File: src/rtl/vr_prep_eng.sv
// Prepare-stream engine: validates Prepare headers against replica state, forwards
// accepted messages to the log writer and issues a PrepareOK reply metadata beat.
module vr_prep_eng #(
  parameter int NOC_DATA_W     = 512,
  parameter int NOC_PADBYTES   = NOC_DATA_W / 8,
  parameter int NOC_PADBYTES_W = $clog2(NOC_PADBYTES),
  parameter int REPLY_BYTES    = 24
) (
  input  logic                      clk,
  input  logic                      rst_n,

  // udp_info layout: {src_ip[31:0], dst_ip[31:0], src_port[15:0], dst_port[15:0], data_length[15:0]}
  input  logic                      manage_prep_msg_val,
  input  logic [111:0]              manage_prep_pkt_info,
  output logic                      prep_manage_msg_rdy,

  input  logic                      manage_prep_req_val,
  input  logic [NOC_DATA_W-1:0]     manage_prep_req,
  input  logic                      manage_prep_req_last,
  input  logic [NOC_PADBYTES_W-1:0] manage_prep_req_padbytes,
  output logic                      prep_manage_req_rdy,

  input  logic [63:0]               curr_view,

  output logic                      prep_log_wr_val,
  output logic [NOC_DATA_W-1:0]     prep_log_wr_data,
  output logic                      prep_log_wr_last,
  output logic [NOC_PADBYTES_W-1:0] prep_log_wr_padbytes,
  output logic [63:0]               prep_log_wr_op_num,
  input  logic                      log_prep_wr_rdy,

  output logic                      prep_reply_val,
  output logic [111:0]              prep_reply_info,
  output logic [63:0]               prep_reply_view,
  output logic [63:0]               prep_reply_op_num,
  input  logic                      reply_prep_rdy,

  output logic                      prep_eng_rdy,
  output logic [31:0]               prep_drop_cnt
);

  // state   | meaning
  // IDLE    | waiting for the metadata beat
  // HDR     | first flit: check view/op, decide forward or drop
  // PAYLOAD | forwarding remaining flits to the log writer
  // DROP    | discarding remaining flits of a rejected message
  // REPLY   | presenting PrepareOK reply metadata
  typedef enum logic [2:0] {
    IDLE    = 3'd0,
    HDR     = 3'd1,
    PAYLOAD = 3'd2,
    DROP    = 3'd3,
    REPLY   = 3'd4
  } state_t;

  state_t        state, state_n;
  logic [111:16] info_reg;
  logic [63:0]   view_reg, op_reg, last_op_num;
  logic [31:0]   drop_cnt;

  logic [63:0]   hdr_view, hdr_op;
  logic          accept;
  logic          latch_info, latch_hdr, drop_inc, commit_op;

  logic          unused_bits;
  assign unused_bits = ^manage_prep_pkt_info[15:0];

  assign hdr_view = manage_prep_req[NOC_DATA_W-1  -: 64];
  assign hdr_op   = manage_prep_req[NOC_DATA_W-65 -: 64];
  assign accept   = (hdr_view == curr_view) && (hdr_op == last_op_num + 64'd1);

  always_comb begin
    state_n             = state;
    prep_manage_msg_rdy = 1'b0;
    prep_manage_req_rdy = 1'b0;
    prep_log_wr_val     = 1'b0;
    prep_log_wr_op_num  = op_reg;
    prep_reply_val      = 1'b0;
    latch_info          = 1'b0;
    latch_hdr           = 1'b0;
    drop_inc            = 1'b0;
    commit_op           = 1'b0;
    case (state)
      IDLE: begin
        prep_manage_msg_rdy = 1'b1;
        if (manage_prep_msg_val) begin
          latch_info = 1'b1;
          state_n    = HDR;
        end
      end
      HDR: begin
        if (accept) begin
          prep_log_wr_val     = manage_prep_req_val;
          prep_manage_req_rdy = log_prep_wr_rdy;
          prep_log_wr_op_num  = hdr_op;
          if (manage_prep_req_val && log_prep_wr_rdy) begin
            latch_hdr = 1'b1;
            state_n   = manage_prep_req_last ? REPLY : PAYLOAD;
          end
        end else begin
          prep_manage_req_rdy = 1'b1;
          if (manage_prep_req_val) begin
            drop_inc = 1'b1;
            state_n  = manage_prep_req_last ? IDLE : DROP;
          end
        end
      end
      PAYLOAD: begin
        prep_log_wr_val     = manage_prep_req_val;
        prep_manage_req_rdy = log_prep_wr_rdy;
        if (manage_prep_req_val && log_prep_wr_rdy && manage_prep_req_last)
          state_n = REPLY;
      end
      DROP: begin
        prep_manage_req_rdy = 1'b1;
        if (manage_prep_req_val && manage_prep_req_last)
          state_n = IDLE;
      end
      REPLY: begin
        prep_reply_val = 1'b1;
        if (reply_prep_rdy) begin
          commit_op = 1'b1;
          state_n   = IDLE;
        end
      end
      default: state_n = IDLE;
    endcase
  end

  always_ff @(posedge clk) begin
    if (!rst_n) begin
      state       <= IDLE;
      last_op_num <= 64'd0;
      drop_cnt    <= 32'd0;
    end else begin
      state <= state_n;
      if (commit_op)
        last_op_num <= op_reg;
      if (drop_inc && (drop_cnt != 32'hFFFF_FFFF))
        drop_cnt <= drop_cnt + 32'd1;
    end
  end

  // Message context registers need no reset: they are only read in states reached after loading.
  always_ff @(posedge clk) begin
    if (latch_info)
      info_reg <= manage_prep_pkt_info[111:16];
    if (latch_hdr) begin
      view_reg <= hdr_view;
      op_reg   <= hdr_op;
    end
  end

  assign prep_log_wr_data     = manage_prep_req;
  assign prep_log_wr_last     = manage_prep_req_last;
  assign prep_log_wr_padbytes = manage_prep_req_padbytes;

  assign prep_reply_info   = {info_reg[79:48], info_reg[111:80],
                              info_reg[31:16], info_reg[47:32], 16'(REPLY_BYTES)};
  assign prep_reply_view   = view_reg;
  assign prep_reply_op_num = op_reg;

  assign prep_eng_rdy  = (state == IDLE);
  assign prep_drop_cnt = drop_cnt;

endmodule

File: config.mk
export PLATFORM = sky130hd
export DESIGN_NAME = vr_prep_eng
export DESIGN_NICKNAME = d
export VERILOG_FILES = /design/src/rtl/vr_prep_eng.sv
export SDC_FILE = /design/constraint.sdc
export NUM_CORES = 1
export LEC_CHECK = 0
export ABC_AREA = 0
export BUFFER_PORTS_ARGS = -buffer_cell sky130_fd_sc_hd__buf_2
export CORE_AREA = 2 2 603 605
export CTS_CLUSTER_DIAMETER = 30
export DETAILED_ROUTE_END_ITERATION = 10
export DIE_AREA = 0 0 605 607
export GPL_TIMING_DRIVEN = 0
export PLACE_DENSITY_LB_ADDON = 0.12
export SLEW_MARGIN = 40
export SYNTH_ARGS = -nofsm -noshare
export SYNTH_HDL_FRONTEND = slang
export SYNTH_SLANG_ARGS = --single-unit
export TNS_END_PERCENT = 20
File: constraint.sdc
create_clock -name clk -period 13.9 [get_ports clk]
set_input_delay 2.085 -clock clk [delete_from_list [all_inputs] [get_ports clk]]
set_output_delay 2.085 -clock clk [all_outputs]
set_load 0.03 [all_outputs]
# ---- After elaboration in Yosys (flattened, before gate mapping)
# Index checks and enable logic that the tools add are counted.
# Widths: inputs -> output; s select.
dict set report totals {
  reg_bits 323
  latchBits 0
  mem_bits_ro 0
  memories 0
  ram_bits 0
  input_bits 701
  word_cells 56
  output_inout_bits 860
}
dict set report op_classes {
  shift 0
  div_mod_pow 0
  muxes 28
  eq_ne 13
  addsub 2
  reduce_logical 7
  n_lt_le_gt_ge 0
  bitwise 0
  multipliers 0
}
# op count
set ops {}
lappend ops {{$eq 64x64->1} 2}
lappend ops {{$mux 64} 2}
lappend ops {{$add 64x1->64 const B} 1}
lappend ops {{$add 32x1->32 const B} 1}
lappend ops {{$ne 32x32->1 const B} 1}
lappend ops {{$mux 3} 8}
lappend ops {{$pmux 3 s5} 1}
lappend ops {{$mux 1} 14}
lappend ops {{$ne 2x2->1 const B} 4}
lappend ops {{$eq 3x2->1 const B} 2}
lappend ops {{$ne 3x3->1 const B} 2}
lappend ops {{$reduce_and 6->1} 1}
lappend ops {{$logic_and 1x1->1} 5}
lappend ops {{$eq 3x1->1 const B} 1}
lappend ops {{$eq 3x3->1 const B} 1}
lappend ops {{$logic_not 3->1} 1}
lappend ops {{$pmux 1 s3} 1}
lappend ops {{$mux 2} 1}
lappend ops {{$pmux 1 s2} 1}

# ---- Logic depth before layout (Yosys ltp)
# Gate-level depths: netlist of run 1.
dict set report logic_depth {
  ltp_word 6
  mapped_depth 14
  depth_no_buf 11
}

# ---- Least setup slack after synthesis of run 1
# Ideal clock, no wire load.
dict set report synth_path {
  path_kind {in2reg}
  from {in manage_prep_req[406]}
  to {reg op_reg[0], in the netlist prep_reply_op_num[0] (enable)}
  stages 7
  required_ps 13128
  n_path_buf 0
  t_arrival_ps 12364
  setup_ps 772
  setup_slack_ps 764
  path_cell_list {xor2_1 -> xnor2_1 -> o31ai_1 -> or4_1 -> nor4b_1 -> nand4_1 -> nor3_1}
}
dict set report synth_between {
  elab_chain_cells 4
}
# item line
set synth_lines {}
lappend synth_lines {{from (decl)} 18} ;# input logic [NOC_DATA_W-1:0] manage_prep_req,
lappend synth_lines {{$eq 64x64->1} 70} ;# assign accept = (hdr_view == curr_view) && (hdr_op == last_op_num + 64'd1);
lappend synth_lines {{$logic_and 1x1->1} 70}
lappend synth_lines {{$mux 1} 92} ;# if (accept) begin
lappend synth_lines {{$mux 1} 83} ;# case (state)
lappend synth_lines {{net latch_hdr} 63} ;# logic latch_info, latch_hdr, drop_inc, commit_op;
lappend synth_lines {{to (signal assigned)} 150} ;# op_reg <= hdr_op;
lappend synth_lines {{to (decl)} 58} ;# logic [63:0] view_reg, op_reg, last_op_num;
# The timed path passes the listed nets, and every way through them passes these cells.
# A chain may end at the register's enable or synchronous reset.

# ---- Worst setup path in the final report of run 1
dict set report layout_path {
  from {in manage_prep_req[501]}
  to {out prep_manage_req_rdy}
}
dict set report layout_between {
  elab_chain_cells 4
}
# item line
set layout_lines {}
lappend layout_lines {{$eq 64x64->1} 70}
lappend layout_lines {{$logic_and 1x1->1} 70}
lappend layout_lines {{$mux 1} 92}
lappend layout_lines {{$pmux 1 s3} 83}
lappend layout_lines {{to (decl)} 21} ;# output logic prep_manage_req_rdy,
# Every way passes these cells.

==> impl_metrics.tcl, run 1 <==
set metrics [dict create \
    clockBufferDepth 4 \
    grt_max_degree 35 \
    drt_iter0_markers 936 \
    yosys.cell_types.count 75 \
    worst_hold_slack_ns 0.469 \
    relSlewSlack_pct 40.0 \
    die_y_um 607 \
    fin_skew_ns 0.0791 \
    status "completed" \
    post_cts_buffers 0 \
    first_global_vias 19646 \
    antenna_found_initial 77 \
    min_path_cells 2 \
    layout-drive-gt1-share_pct 60.5 \
    ir_drop_uv 79.0 \
    worstRegToRegCells 18 \
    fp.dieW_um 605 \
    grt_overflow_total 0 \
    cts_buffers 158 \
    rsz0062_at_grt "false" \
    finalMaxSlewViolations 0 \
    p_leak_nw 14.7 \
    worstMarginPinSlew_ns 0.894 \
    cts_root_buf "clkbuf_16" \
    synthToLayoutAreaGrowth_pct 88.0 \
    wl_per_cell_um 21.9 \
    cp.required_ns 11.81 \
    first_pass_iters 5 \
    cts_resized 0 \
    largest_register_ffs 96 \
    start_util_pct 5.41 \
    ys_seq_area_share_pct 44.6 \
    synth-xor-area-share_pct 7.18 \
    portBuffers 1138 \
    vias 20036 \
    remaining_drc_errors 0 \
    pin_count 1561 \
    htree_levels 4 \
    path_clk_slew_ns 0.04 \
    core_um2 361000 \
    rows 221 \
    cp-end-kind "output port" \
    via_per_inst 2.44 \
    synthCells 1923 \
    place_congestion 0.744 \
    dp_hpwl_mm 157 \
    post-route-period-util_pct 62.4 \
    synth_top_area_share_pct 34.4 \
    min_from "last_op_num[63]" \
    ant_nets 0 \
    maxClockFrequency_mhz 115 \
    grt_pass1_wl_mm 218 \
    hp-class "reg2reg" \
    reg2reg_slack_ns 7.59 \
    final_common_cell "buf_2" \
    synthMuxAreaShare_pct 4.31 \
    cp_top_family "simple AND/OR/NAND/NOR gates" \
    power_density_nw_per_um2 136 \
    drv_cap 0 \
    path_cells "buf_2 -> xor2_2 -> nor4_1 -> or4bb_1 -> nor3_1 -> nor4bb_1 -> and4_1 -> and4_4 -> buf_6 -> nand2b_1 -> o21a_1 -> buf_2" \
    synth_top_area_cell "edfxtp_1" \
    ys_top_cells_by_area "edfxtp_1 (34%), buf_4 (21%), dfxtp_1 (10%), xor2_1 (3.9%), nand2_1 (3.7%)" \
    async_flop_share_pct 0 \
    critPathSlowestCell "nor3_1" \
    cpPeakStageDelay_ns 0.74 \
    whs_endpoint "last_op_num[63]" \
    cp.depth 12 \
    crit_arrival_ns 6.59 \
    syn-mean-instance-area_um2 10.2 \
    power_mw 5.01 \
    ys_ff_latch 323 \
    wl_mm 180 \
    crit_path_max_fanout 10 \
    clock-sinks 323 \
    yosys.area_share.simple_pct 14.9 \
    grt_use_total_pct 9.24 \
    hold_buffers 0 \
    synthAdderAreaFrac_pct 0.128 \
    cp-start-kind "input port" \
    synth_enable_flop_cells 224 \
    setup_viol 0 \
    insertion_delay_ns 0.80 \
    path_common_cell "buf_2" \
    fin_crit_ns 8.68 \
    synth_compound_area_share_pct 5.96 \
    synth_top_family_by_area "buffers and inverters" \
    path_buf_inv 3 \
    r2r_end "prep_reply_op_num[30]" \
    cts_tree "done" \
    r2r-start "last_op_num[4]" \
    synthFlopType "edfxtp_1" \
    synth_warnings 0 \
    dieArea_um2 367000 \
    netlist_area_um2 19500 \
    fin_nets 3974 \
    crit_type "in2out" \
    final_cell_mix "buf_2 (1173), buf_4 (553), edfxtp_1 (224), nand2_1 (193), clkbuf_16 (160)" \
    hold_viol 0 \
    startpoint "manage_prep_req[501]" \
]
==> cells in the mapped netlist (33+ instances only) <==
cell type,number
a21oi_1,94
buf_4,537
clkbuf_1,42
dfxtp_1,99
edfxtp_1,224
mux2_2,40
nand2_1,194
nand3_1,39
nand4_1,68
nor2_1,33
nor4_1,49
xnor2_1,72
xor2_1,88
==> kinds of logic (layout without fill, tap and decap cells) <==
kind of cell,Yosys count,in the layout
AOI/OAI and AO/OA,190,190
xor gates and xnor gates,160,160
adders and majority gates,2,2
buffers and inverters,626,2075
DFF,323,323
muxes,76,76
other,2,54
and+or+nand+nor,544,544
==> area by class of cell <==
type	count	area, µm²
Antenna cell	38	95.1
Buffer	615	4440
Clock buffer	214	4400
Clock inverter	61	578
Fill cell	41825	324000
Inverter	11	41.3
Multi-Input combinational cell	988	6500
Sequential cell	323	8710
Tap cell	4794	6000
Timing Repair Buffer	1174	5970
==> worst max-delay path by stage <==
| stage | to | slack [ns] |
|---|---|---|
| 3_3_place_gp | prep_reply_op_num[30] | -13.86 |
| 6_report | prep_manage_req_rdy | 5.22 |
| 3_5_place_dp | prep_log_wr_op_num[54] | 4.88 |
| 2_1_floorplan | prep_reply_op_num[0] | 0.76 |
| 5_1_grt | prep_log_wr_op_num[54] | 4.99 |
| 4_1_cts | prep_log_wr_op_num[54] | 4.88 |
==> worst register-to-register path, stage by stage (launching register included) <==
cell and delay (ns):
dfxtp_1 0.29, buf_2 0.21, nand4_1 0.32, clkbuf_1 0.39, nor4_1 0.71, and4_1 0.48, nand3_1 0.14, xnor2_1 0.32
nand4_1 0.14, a2111oi_0 0.57, and4_1 0.31, nand4_1 0.33, nor3_2 0.50, buf_4 0.22, buf_2 0.19, buf_4 0.19
buf_2 0.22, buf_2 0.24, buf_2 0.23
==> per-stage QoR <==
step | setup TNS, ns | worst slack [ns] | utilization [%] | instance area, µm² | std cells
floorplan | 0 | 0.764 | - | 19600 | 1937
global placement | -1770.83 | -13.86 | 8.67 | 31300 | 7869
detailed placement | 0 | 4.88 | 8.77 | 31600 | 7905
CTS | 0 | 4.88 | 10.1 | 36600 | 8180
global route | 0 | 4.99 | 10.2 | 36600 | 8185
finish | 0 | 5.22 | 10.2 | 36700 | 8218
==> power breakdown <==
group	total (mW)	internal, mW	switching, mW
Combinational	0.668	0.223	0.445
Clock	3.27	2.34	0.928
Sequential	1.07	1.06	0.00780
==> routing by layer <==
metal / track usage [%] / vias up / wire length (µm)
li1: - / 9118 / -
met1: 10.7 / 9666 / 70800
met2: 15.9 / 976 / 88900
met3: 3.35 / 248 / 15100
met4: 2.61 / 28 / 4650
met5: 0 / - / 195
Note: power is estimated with default switching activity, not from simulation.
==> run 2, diff against run 1 <==
--- a/config.mk
+++ b/config.mk
@@ -7,10 +7,10 @@
 export LEC_CHECK = 0
 export ABC_AREA = 0
 export BUFFER_PORTS_ARGS = -buffer_cell sky130_fd_sc_hd__buf_2
-export CORE_AREA = 2 2 603 605
+export CORE_AREA = 2 2 607 609
 export CTS_CLUSTER_DIAMETER = 30
 export DETAILED_ROUTE_END_ITERATION = 10
-export DIE_AREA = 0 0 605 607
+export DIE_AREA = 0 0 609 611
 export GPL_TIMING_DRIVEN = 0
 export PLACE_DENSITY_LB_ADDON = 0.12
 export SLEW_MARGIN = 40
==> constraint.sdc (replaced) <==
create_clock -name clk -period 9 [get_ports clk]
set_input_delay 1.35 -clock clk [delete_from_list [all_inputs] [get_ports clk]]
set_output_delay 1.35 -clock clk [all_outputs]
set_load 0.03 [all_outputs]
==> impl_metrics.tcl, run 2 (synthesis gave the netlist of run 1 again) <==
set metrics [dict create \
    dp_hpwl_mm 155 \
    start_util_pct 5.35 \
    clock-sinks 323 \
    path_buf_inv 5 \
    fin_nets 3966 \
    cp.required_ns 7.65 \
    wl_per_cell_um 21.6 \
    crit_path_max_fanout 10 \
    maxClockFrequency_mhz 134 \
    drv_cap 0 \
    dieArea_um2 372000 \
    drt_iter0_markers 916 \
    cpPeakStageDelay_ns 0.68 \
    via_per_inst 2.43 \
    place_ws_ns 1.29 \
    grt_max_degree 27 \
    fp.dieW_um 609 \
    post_cts_buffers 0 \
    numPlacedInstances 7925 \
    path_clk_slew_ns 0.04 \
    remaining_drc_errors 0 \
    fin_crit_ns 7.47 \
    setup_tns_ns 0 \
    finalMaxSlewViolations 0 \
    cts_resized 0 \
    ir_drop_uv 114 \
    worstMarginPinSlew_ns 0.894 \
    finalWorstSetupSlack_ns 1.53 \
    final_common_cell "buf_2" \
    portBuffers 1138 \
    status "completed" \
    insertion_delay_ns 0.82 \
    path_cells "buf_2 -> nand4_1 -> clkbuf_1 -> nor4_1 -> and4_1 -> nand3_1 -> xnor2_1 -> nand4_1 -> a2111oi_1 -> and4_1 -> nand4_1 -> buf_4 -> buf_4 -> mux2_1 -> buf_2" \
    place_congestion 0.749 \
    post-route-period-util_pct 83.0 \
    antenna_found_initial 77 \
    first_pass_iters 5 \
    path_common_cell "nand4_1" \
    ant_nets 0 \
    cts_root_buf "clkbuf_16" \
    cp_top_family "simple AND/OR/NAND/NOR gates" \
    worst_hold_slack_ns 0.480 \
    largest_register_ffs 96 \
    vias 19999 \
    synthToLayoutAreaGrowth_pct 88.0 \
    grt_overflow_total 0 \
    p_leak_nw 14.6 \
    cts_tree "done" \
    core_um2 365000 \
    clockBufferDepth 4 \
    cp-end-kind "output port" \
    grt_use_total_pct 9.04 \
    fin_cells 8219 \
    fin_skew_ns 0.0886 \
    hp-class "reg2reg" \
    first_global_vias 19908 \
    dpl_cell_area_um2 31900 \
    relSlewSlack_pct 40.0 \
    final_cell_mix "buf_2 (1161), buf_4 (540), edfxtp_1 (224), nand2_1 (193), clkbuf_16 (154)" \
    grt_pass1_wl_mm 218 \
    power_density_nw_per_um2 206 \
    setup_viol 0 \
    crit_arrival_ns 6.12 \
    cts_buffers 152 \
    rsz0062_at_grt "false" \
    layout-drive-gt1-share_pct 60.0 \
    critPathSlowestCell "nor4_1" \
    crit_type "reg2out" \
    hold_viol 0 \
    htree_levels 4 \
    cp-start-kind "register" \
    pin_count 1561 \
    hold_buffers 0 \
    wl_mm 178 \
    die_y_um 611 \
    final_area_um2 36700 \
    rows 222 \
]
==> run 2: cell count changes in the layout (fill, tap and decap cells not counted), sizes merged <==
cell / delta
diode: -15
clkbuf: -12
clkinv: +4
clkinvlp: +4
buf: -2
bufinv: -2
inv: +2
==> run 2: worst register-to-register path: cells and delay by family, from the launching register on <==
| kind | cells | cell delay (ns) |
|---|---|---|
| and+or+nand+nor | 8 | 2.91 |
| buffers and inverters | 7 | 1.60 |
| AOI/OAI and AO/OA | 1 | 0.57 |
| xor gates and xnor gates | 1 | 0.32 |
| DFF | 1 | 0.29 |
==> run 2: path summary, 6_finish.rpt <==
kind	cells past startpoint	end	slack, ns	from
min	2	last_op_num[63]	0.48	last_op_num[63]
min reg2reg	2	last_op_num[63]	0.48	last_op_num[63]
max reg2reg	17	prep_reply_view[55]	3.04	last_op_num[4]
max	15	prep_log_wr_op_num[62]	1.53	last_op_num[4]
==> run 2: area by class of cell <==
| type | count | area (µm²) |
|---|---|---|
| Fill cell | 42367 | 328000 |
| Sequential cell | 323 | 8710 |
| Multi-Input combinational cell | 988 | 6560 |
| Timing Repair Buffer | 1172 | 6090 |
| Tap cell | 4816 | 6030 |
| Buffer | 615 | 4440 |
| Clock buffer | 202 | 4100 |
| Clock inverter | 69 | 696 |
| Antenna cell | 23 | 57.6 |
| Inverter | 11 | 41.3 |
==> run 2: metal layers <==
layer  share of wire (%)  global-route usage, %
met2                  49                   15.4
met5               0.046                      0
met3                 6.8                   2.31
met1                  42                   11.3
met4                 2.3                   2.32
==> run 2: power by group <==
| group | total, mW | internal (mW) | switching (mW) | leakage [nW] |
|---|---|---|---|---|
| clock network | 4.86 | 3.39 | 1.48 | 2.32 |
| registers | 1.65 | 1.64 | 0.0165 | 2.87 |
| logic | 1.04 | 0.348 | 0.692 | 9.43 |
| total | 7.56 | 5.37 | 2.19 | 14.6 |
==> run 2: through the flow <==
step | utilization [%] | power, mW
final | 10.1 | 7.56
after global routing | 10.0 | 7.86
after CTS | 10.0 | 7.76
after detailed placement | 8.73 | 2.75
after global placement | 8.58 | 2.74
after floorplan | - | 2.28
==> run 3, diff against run 2 <==
--- a/config.mk
+++ b/config.mk
@@ -5,12 +5,12 @@
 export SDC_FILE = /design/constraint.sdc
 export NUM_CORES = 1
 export LEC_CHECK = 0
-export ABC_AREA = 0
+export ABC_AREA = 1
 export BUFFER_PORTS_ARGS = -buffer_cell sky130_fd_sc_hd__buf_2
-export CORE_AREA = 2 2 607 609
+export CORE_AREA = 2 2 599 601
 export CTS_CLUSTER_DIAMETER = 30
 export DETAILED_ROUTE_END_ITERATION = 10
-export DIE_AREA = 0 0 609 611
+export DIE_AREA = 0 0 601 603
 export GPL_TIMING_DRIVEN = 0
 export PLACE_DENSITY_LB_ADDON = 0.12
 export SLEW_MARGIN = 40
==> constraint.sdc (replaced) <==
create_clock -name clk -period 7.1 [get_ports clk]
set_input_delay 1.065 -clock clk [delete_from_list [all_inputs] [get_ports clk]]
set_output_delay 1.065 -clock clk [all_outputs]
set_load 0.03 [all_outputs]
==> impl_metrics.tcl, run 3 <==
set metrics [dict create \
    htree_levels 4 \
    async_flop_share_pct 0 \
    largest_register_ffs 96 \
    grt_use_total_pct 9.51 \
    critPathSlowestCell "dfxtp_1" \
    fin_crit_ns 6.43 \
    dpl_cell_area_um2 33300 \
    clock-sinks 323 \
    netlist_area_um2 21200 \
    power_mw 10.4 \
    cp-start-kind "register" \
    ir_drop_uv 150 \
    p_leak_nw 16.3 \
    path_common_cell "nor2_4" \
    final_common_cell "buf_2" \
    grt_pass1_wl_mm 228 \
    maxClockFrequency_mhz 155 \
    min_from "manage_prep_pkt_info[39]" \
    multiInputGateArea_um2 7600 \
    layout-drive-gt1-share_pct 47.3 \
    cp.required_ns 6.03 \
    via_per_inst 2.57 \
    synthToLayoutAreaGrowth_pct 81.0 \
    cts_root_buf "clkbuf_16" \
    wl_mm 181 \
    first_global_vias 23321 \
    startpoint "last_op_num[0]" \
    rsz0062_at_grt "false" \
    synth_most_common_cell "nand2_1" \
    antenna_found_initial 73 \
    post_cts_buffers 0 \
    ys_top_cells_by_count "nand2_1 (788), buf_4 (539), nor2_1 (277)" \
    setup_viol 0 \
    relSlewSlack_pct 46.0 \
    fin_nets 4737 \
    hp-class "in2reg" \
    dp_hpwl_mm 160 \
    synthFlopType "edfxtp_1" \
    first_pass_iters 5 \
    pin_count 1561 \
    power_density_nw_per_um2 272 \
    path_clk_slew_ns 0.04 \
    insertion_delay_ns 0.82 \
    fin_skew_ns 0.117 \
    synth_warnings 0 \
    crit_arrival_ns 5.37 \
    cts_tree "done" \
    rows 219 \
    synth_top_area_share_pct 31.7 \
    final_area_um2 38400 \
    ys_top_cells_by_area "edfxtp_1 (32%), buf_4 (19%), nand2_1 (14%), dfxtp_1 (9.3%), nor2_1 (4.9%)" \
    ys_seq_area_share_pct 41.1 \
    start_util_pct 5.96 \
    grt_overflow_total 0 \
    worstMarginPinSlew_ns 0.807 \
    grt_max_degree 19 \
    place_ws_ns 0.184 \
    syn-mean-instance-area_um2 7.83 \
    die_y_um 603 \
    path_cells "ha_1 -> nand2_1 -> nor2_4 -> nand2_4 -> nor2_4 -> nand2_2 -> nor2_1 -> xor2_1 -> nand2_1 -> nor2_1 -> nand3_1 -> nor2_2 -> nand2_4 -> nor2_4 -> inv_2 -> buf_6 -> o21ai_1 -> buf_2" \
    regArea_um2 8710 \
    cp-end-kind "output port" \
    ys_ff_latch 323 \
    crit_path_max_fanout 10 \
    fp.dieW_um 601 \
    cpPeakStageDelay_ns 0.41 \
    synth_top_area_cell "edfxtp_1" \
    portBuffers 1138 \
    final_cell_mix "buf_2 (1145), nand2_1 (787), buf_4 (540), nor2_1 (274), edfxtp_1 (224)" \
    finalWorstSetupSlack_ns 0.668 \
    clockBufferDepth 4 \
    wl_per_cell_um 20.2 \
    cts_resized 0 \
    setup_tns_ns 0 \
    finalMaxSlewViolations 0 \
    core_um2 355000 \
    crit_type "reg2out" \
    drt_iter0_markers 1015 \
    r2r-start "last_op_num[0]" \
    vias 22986 \
    dieArea_um2 362000 \
    yosys.cell_types.count 38 \
    post-route-period-util_pct 90.6 \
    status "completed" \
    hold_viol 0 \
    hold_buffers 0 \
    drv_cap 0 \
    ant_nets 0 \
    remaining_drc_errors 0 \
    synthCells 2706 \
    nFillCells 41424 \
    synth_enable_flop_cells 224 \
    place_congestion 0.777 \
    cts_buffers 156 \
]
[run 3: changes by cell type after synthesis, moves of 40 or more]
cell | before | now
nor2_1 | 33 | 277
nor4_1 | 49 | 9
nand3_1 | 39 | 121
nand2_1 | 194 | 788
inv_1 | 11 | 182
mux2_2 | 40 | 0
[run 3: kinds of logic after synthesis]
kind of cell               count (synthesis)  share of synthesized area [%]
adders and majority gates                  2                          0.118
buffers and inverters                    771                           23.5
other                                      2                         0.0354
xor gates and xnor gates                 142                           5.87
and+or+nand+nor                         1316                           25.7
AOI/OAI and AO/OA                        150                           3.71
DFF                                      323                           41.1
[run 3: final timing paths]
| kind | endpoint | slack (ns) | depth (start not counted) |
|---|---|---|---|
| worst max register to register | prep_reply_view[37] | 1.35 | 23 |
| worst max-delay path | prep_log_wr_op_num[4] | 0.67 | 18 |
| worst min register to register | last_op_num[63] | 0.48 | 2 |
| worst min-delay path | info_reg[39] | 0.42 | 1 |
[run 3: power breakdown]
group	switching (mW)	internal (mW)	total (mW)
registers	0.0476	2.18	2.23
logic	1.28	0.578	1.86
clock network	1.83	4.51	6.34
[run 3: cell type report]
type | instances | area share [%]
Buffer | 588 | 11.2
Timing Repair Buffer | 1156 | 15.8
Inverter | 183 | 1.79
Antenna cell | 15 | 0.0978
Multi-Input combinational cell | 1626 | 19.8
Sequential cell | 323 | 22.7
Clock inverter | 50 | 1.24
Clock buffer | 236 | 11.9
Tap cell | 4751 | 15.5
[run 3: metrics by stage]
| stage | utilization, % | hold slack (ns) | instances |
|---|---|---|---|
| floorplan | - | 0.453 | 2720 |
| global placement | 9.26 | 0.468 | 8609 |
| detailed placement | 9.36 | 0.472 | 8626 |
| CTS | 10.8 | 0.325 | 8912 |
| global route | 10.8 | 0.355 | 8915 |
| finish | 10.8 | 0.419 | 8928 |
[run 3: critical path: cells and delay by family, from the launching register on]
kind / cells / cell delay (ns)
adders and majority gates: 1 / 0.26
buffers and inverters: 3 / 0.98
and+or+nand+nor: 12 / 2.28
xor gates and xnor gates: 1 / 0.28
DFF: 1 / 0.41
AOI/OAI and AO/OA: 1 / 0.32
[run 3: metal layers]
layer,track usage [%],vias up,wire [µm]
li1,-,10870,-
met1,11.4,10795,75400
met2,16.2,1046,86700
met3,3.18,271,14400
met4,2.13,4,4030
met5,0,-,23
